$ cat src/rtl/vedic_mult_seq_ctrl.sv
// Sequential WIDTH x WIDTH unsigned multiplier. It feeds one 8-bit digit pair per cycle
// through a single combinational vedic 8x8 core and accumulates the shifted partial products.

module vedic2x2 (
    input  logic [1:0] a,
    input  logic [1:0] b,
    output logic [3:0] p
);
    logic t1, t2, c1, hh;
    always_comb begin
        t1   = a[1] & b[0];
        t2   = a[0] & b[1];
        c1   = t1 & t2;
        hh   = a[1] & b[1];
        p[0] = a[0] & b[0];
        p[1] = t1 ^ t2;
        p[2] = hh ^ c1;
        p[3] = hh & c1;
    end
endmodule

module vedic4x4 (
    input  logic [3:0] a,
    input  logic [3:0] b,
    output logic [7:0] p
);
    logic [3:0] ll, lh, hl, hh;
    vedic2x2 u_ll (.a(a[1:0]), .b(b[1:0]), .p(ll));
    vedic2x2 u_lh (.a(a[1:0]), .b(b[3:2]), .p(lh));
    vedic2x2 u_hl (.a(a[3:2]), .b(b[1:0]), .p(hl));
    vedic2x2 u_hh (.a(a[3:2]), .b(b[3:2]), .p(hh));
    assign p = 8'(ll) + (8'(lh) << 2) + (8'(hl) << 2) + (8'(hh) << 4);
endmodule

module vedic8x8ppa (
    input  logic [7:0]  ain,
    input  logic [7:0]  bin,
    output logic [15:0] s_sum,
    output logic        c_cout
);
    logic [7:0]  ll, lh, hl, hh;
    logic [16:0] tot;
    vedic4x4 u_ll (.a(ain[3:0]), .b(bin[3:0]), .p(ll));
    vedic4x4 u_lh (.a(ain[3:0]), .b(bin[7:4]), .p(lh));
    vedic4x4 u_hl (.a(ain[7:4]), .b(bin[3:0]), .p(hl));
    vedic4x4 u_hh (.a(ain[7:4]), .b(bin[7:4]), .p(hh));
    assign tot    = 17'(ll) + (17'(lh) << 4) + (17'(hl) << 4) + (17'(hh) << 8);
    assign s_sum  = tot[15:0];
    assign c_cout = tot[16];
endmodule

module vedic_mult_seq_ctrl #(
    parameter int WIDTH = 16
) (
    input  logic                 clk,
    input  logic                 rst,
    input  logic                 in_valid,
    output logic                 in_ready,
    input  logic [WIDTH-1:0]     a_in,
    input  logic [WIDTH-1:0]     b_in,
    output logic                 out_valid,
    input  logic                 out_ready,
    output logic [2*WIDTH-1:0]   product,
    output logic                 busy
);
    localparam int K  = WIDTH / 8;
    localparam int IW = (K > 1) ? $clog2(K) : 1;
    localparam logic [IW-1:0] LAST = IW'(K - 1);

    if ((WIDTH % 8) != 0 || WIDTH < 8) begin : g_width_check
        $error("vedic_mult_seq_ctrl: WIDTH must be a multiple of 8 and >= 8");
    end

    typedef enum logic [1:0] {IDLE, RUN, DONE} state_t;
    state_t state;

    logic [WIDTH-1:0]   a_reg, b_reg;
    logic [2*WIDTH-1:0] acc, acc_next;
    logic [IW-1:0]      i, j;
    logic               fin;
    logic [7:0]         dig_a, dig_b;
    logic [15:0]        s_sum;
    logic               core_cout_unused;

    assign dig_a = a_reg[8*int'(i) +: 8];
    assign dig_b = b_reg[8*int'(j) +: 8];

    vedic8x8ppa u_core (
        .ain   (dig_a),
        .bin   (dig_b),
        .s_sum (s_sum),
        .c_cout(core_cout_unused)
    );

    // Truncation to 2*WIDTH is exact: the full product always fits.
    assign acc_next = acc + ((2*WIDTH)'(s_sum) << (8 * (int'(i) + int'(j))));

    always_ff @(posedge clk or posedge rst) begin
        if (rst) begin
            state     <= IDLE;
            a_reg     <= '0;
            b_reg     <= '0;
            acc       <= '0;
            product   <= '0;
            i         <= '0;
            j         <= '0;
            fin       <= 1'b0;
            in_ready  <= 1'b1;
            out_valid <= 1'b0;
            busy      <= 1'b0;
        end else begin
            case (state)
                IDLE: if (in_valid) begin
                    a_reg    <= a_in;
                    b_reg    <= b_in;
                    acc      <= '0;
                    i        <= '0;
                    j        <= '0;
                    fin      <= 1'b0;
                    state    <= RUN;
                    in_ready <= 1'b0;
                    busy     <= 1'b1;
                end
                RUN: begin
                    // The last accumulate and the product commit sit on separate edges,
                    // so DONE never waits behind the core + adder path.
                    if (fin) begin
                        product   <= acc;
                        fin       <= 1'b0;
                        state     <= DONE;
                        out_valid <= 1'b1;
                    end else begin
                        acc <= acc_next;
                        if (j == LAST) begin
                            j <= '0;
                            if (i == LAST) fin <= 1'b1;
                            else           i   <= i + IW'(1);
                        end else begin
                            j <= j + IW'(1);
                        end
                    end
                end
                DONE: if (out_ready) begin
                    state     <= IDLE;
                    out_valid <= 1'b0;
                    in_ready  <= 1'b1;
                    busy      <= 1'b0;
                end
                default: begin
                    state     <= IDLE;
                    out_valid <= 1'b0;
                    in_ready  <= 1'b1;
                    busy      <= 1'b0;
                end
            endcase
        end
    end
endmodule
$ cat config.mk
export PLATFORM = sky130hd
export DESIGN_NAME = vedic_mult_seq_ctrl
export DESIGN_NICKNAME = d
export VERILOG_FILES = /design/src/rtl/vedic_mult_seq_ctrl.sv
export SDC_FILE = /design/constraint.sdc
export NUM_CORES = 1
export LEC_CHECK = 0
export BUFFER_PORTS_ARGS = -buffer_cell sky130_fd_sc_hd__clkbuf_2
export CAP_MARGIN = 20
export CORE_AREA = 2 2 120 210
export CTS_BUF_LIST = sky130_fd_sc_hd__clkbuf_16
export CTS_CLUSTER_DIAMETER = 30
export CTS_CLUSTER_SIZE = 24
export DETAILED_ROUTE_END_ITERATION = 6
export DIE_AREA = 0 0 122 212
export PLACE_DENSITY_LB_ADDON = 0.1
export REMOVE_ABC_BUFFERS = 1
export SYNTH_ARGS = -nofsm -noshare
export SYNTH_HDL_FRONTEND = slang
export SYNTH_SLANG_ARGS = --single-unit
$ cat constraint.sdc
create_clock -name clk -period 8.8 [get_ports clk]
set_clock_uncertainty 0.05 [all_clocks]
set_input_delay 1.76 -clock clk [delete_from_list [all_inputs] [get_ports clk]]
set_output_delay 1.76 -clock clk [all_outputs]
set_load 0.01 [all_outputs]
==> flow_summary_export.csv <==
group,metric,value,unit
layout,drive_gt1_share,20.8,%
layout,largest_registers,"acc: 32 flops, product: 32 flops",
timing,final.setup.tns,0,ps
yosys,synth_flop_cell,"dfrtp_1",
yosys,synthMostInstantiatedCell,"dfrtp_1",
timing,slew_headroom,37.9,%
clock_network,htreeDepth,3,
die,fp.dieW,122,um
die,num_rows,76,
global_routing,grt_overflow,0,
clock_network,clk_pin_slew,70,ps
detailed_routing,via_per_inst,5.03,
layout,fillers,2517,
yosys,yosysTopAreaCellShare,30.9,%
detailed_routing,ant_nets,0,
critical_path,slowest_stage,"fa_1",
yosys,yosys_warnings,0,
hold_path,whs_path_depth,1,
detailed_routing,wire_per_inst,17.2,um
critical_path,crit_path_max_incr_delay,580,ps
timing,post-route-min-period,8160,ps
die,die_area,25900,um^2
critical_path,crit_required,9060,ps
clock_network,root_buffer,"clkbuf_16",
layout,final_net_count,1121,
die,ios,71,
yosys,synth_commonest_cells,"dfrtp_1 (103), ha_1 (97), inv_1 (91)",
timing,min_period_over_period,92.7,%
flow_run,max-cap-violations,0,
timing,setup_violations,0,
die,initial_core_util,34.4,%
global_routing,grt_pass1_vias,6778,
detailed_routing,drcViolationCount,0,
placement,globalplace.congestion,0.938,
critical_path,rr_worst_depth,35,
layout,multi_input_area,5330,um^2
detailed_routing,vias,6434,
die,coreArea,24200,um^2
critical_path,crit_type,"flop to flop",
die,die_h,212,um
yosys,synth-edff-count,0,
detailed_routing,wl,21900,um
layout,regArea,2610,um^2
yosys,synth_cell_types,61,
critical_path,cp-start-kind,"flop",
critical_path,worstSetupEndpointType,"flop",
placement,io_buffers,70,
yosys,synth_seq_cells,104,
global_routing,grtUsageTotal,18.2,%
critical_path,worstPathMaxFanout,8,
clock_network,cts_buffers,9,
timing,worst_slew_pin_slew,906,ps
clock_network,clk_latency,380,ps
timing,drv_slew,0,
yosys,synth-seq-area-share,31.2,%
detailed_routing,drt_iter0_drc,176,
clock_network,cts_tree,"done",
clock_network,clockBufferDepth,2,
yosys,syn_inst,878,
global_routing,grt_max_degree,66,
yosys,yosys.area.top_type,"dfrtp_1",
hold_path,min_path_type,"flop to flop",
timing,rsz0062_at_grt,"no",
yosys,netlist_area,8350,um^2
yosys,yosys-top-cells-area,"dfrtp_1 (31%), ha_1 (15%), mux2_2 (9.2%)",
critical_path,arrival,8420,ps
yosys,synth-async-reset-ratio,100,%
global_routing,antenna_found_initial,0,
clock_network,clock-sinks,104,
timing,max_freq,123,MHz
global_routing,grt_first_pass_wirelength,35500,um
detailed_routing,drt-pass1-iter-count,4,
yosys,syn_avg_cell_area,9.51,um^2
run_status,status,"completed",
layout,diodes,0,
layout,syn2layout_area_growth,13.7,%
timing,hold_viol,0,
placement,hpwl,18000,um
worst max-delay path: cells and delay by family, from the launching register on:
family	cells	cell delay, ps
AO/OA/AOI/OAI	12	2370
XOR/XNOR	3	650
adder cells (fa/ha/maj)	8	3010
buffers and inverters	5	400
flip-flops	1	530
multiplexers	2	500
AND/OR/NAND/NOR	5	580
cell families after synthesis:
logic type                 count (synthesis)  synth area share, %
AOI/OAI and AO/OA                        185                 14.1
xor gates and xnor gates                  48                 5.04
adders and majority gates                124                 21.0
buffers and inverters                    114                 5.29
DFF                                      104                 31.2
muxes                                     90                 11.8
and+or+nand+nor                          213                 11.6
final cells by class:
class                   instances  share of cell area, %
inverters                      92                   3.67
repair buffers                 94                   5.59
flip-flops and latches        104                   27.5
multi-input cells             660                   56.2
clock buffers                   9                   2.37
well taps                     312                   4.12
clock inverters                 7                  0.580
cell usage in the layout (no fill, tap or decap), types with 10 or more instances in the layout:
master	synthesis	routed
ha_1	97	96
xor2_1	19	19
inv_1	91	90
buf_4	0	24
nand2_1	54	54
a21o_1	19	19
a21oi_1	46	46
o21bai_1	10	10
mux2i_1	22	19
fa_1	27	27
o21ai_0	55	54
dfrtp_1	103	101
and2_1	10	10
nand2b_1	15	15
clkbuf_2	0	70
xnor2_1	29	29
mux2_2	68	68
nor2_1	90	89
per-layer routing:
metal | track usage [%] | wire length, um
met1 | 17.6 | 7710
met3 | 2.82 | 466
met5 | 0 | 0
met2 | 36.7 | 13100
met4 | 7.77 | 707
path summary, 6_finish.rpt:
| check | from | to | slack, ps |
|---|---|---|---|
| max reg2reg | j$_DFFE_PP0P_ | acc[31]$_DFFE_PP0P_ | 640 |
| min in group asynchronous | rst | a_reg[3]$_DFFE_PP0P_ | 1340 |
| max in group asynchronous | rst | i$_DFFE_PP0P_ | 6100 |
| max | j$_DFFE_PP0P_ | acc[31]$_DFFE_PP0P_ | 640 |
| min | product[9]$_DFFE_PP0P_ | product[9]$_DFFE_PP0P_ | 450 |
| min reg2reg | product[9]$_DFFE_PP0P_ | product[9]$_DFFE_PP0P_ | 450 |
stage by stage:
stage          hold slack (ps)  area [um^2]  utilization (%)  std cells  setup slack [ps]
6_report                   455         9490             39.1       1278               641
5_1_grt                    464         9490             39.1       1278              7.06
4_1_cts                    459         9450             39.0       1277               308
3_5_place_dp               444         9170             37.8       1261               320
3_3_place_gp               437         9170             37.8       1261               484
2_1_floorplan              397         8250                -        856               828
timing repair:
| action | in CTS | in global routing |
|---|---|---|
| setup buffers | 0 | 1 |
| setup endpoints to repair | 0 | 10 |
| gates resized for setup | 0 | 8 |
| hold buffers | 0 | 0 |
Power is not shown: default switching activity piles up to over one toggle a cycle in this logic, so the estimate is an artifact.
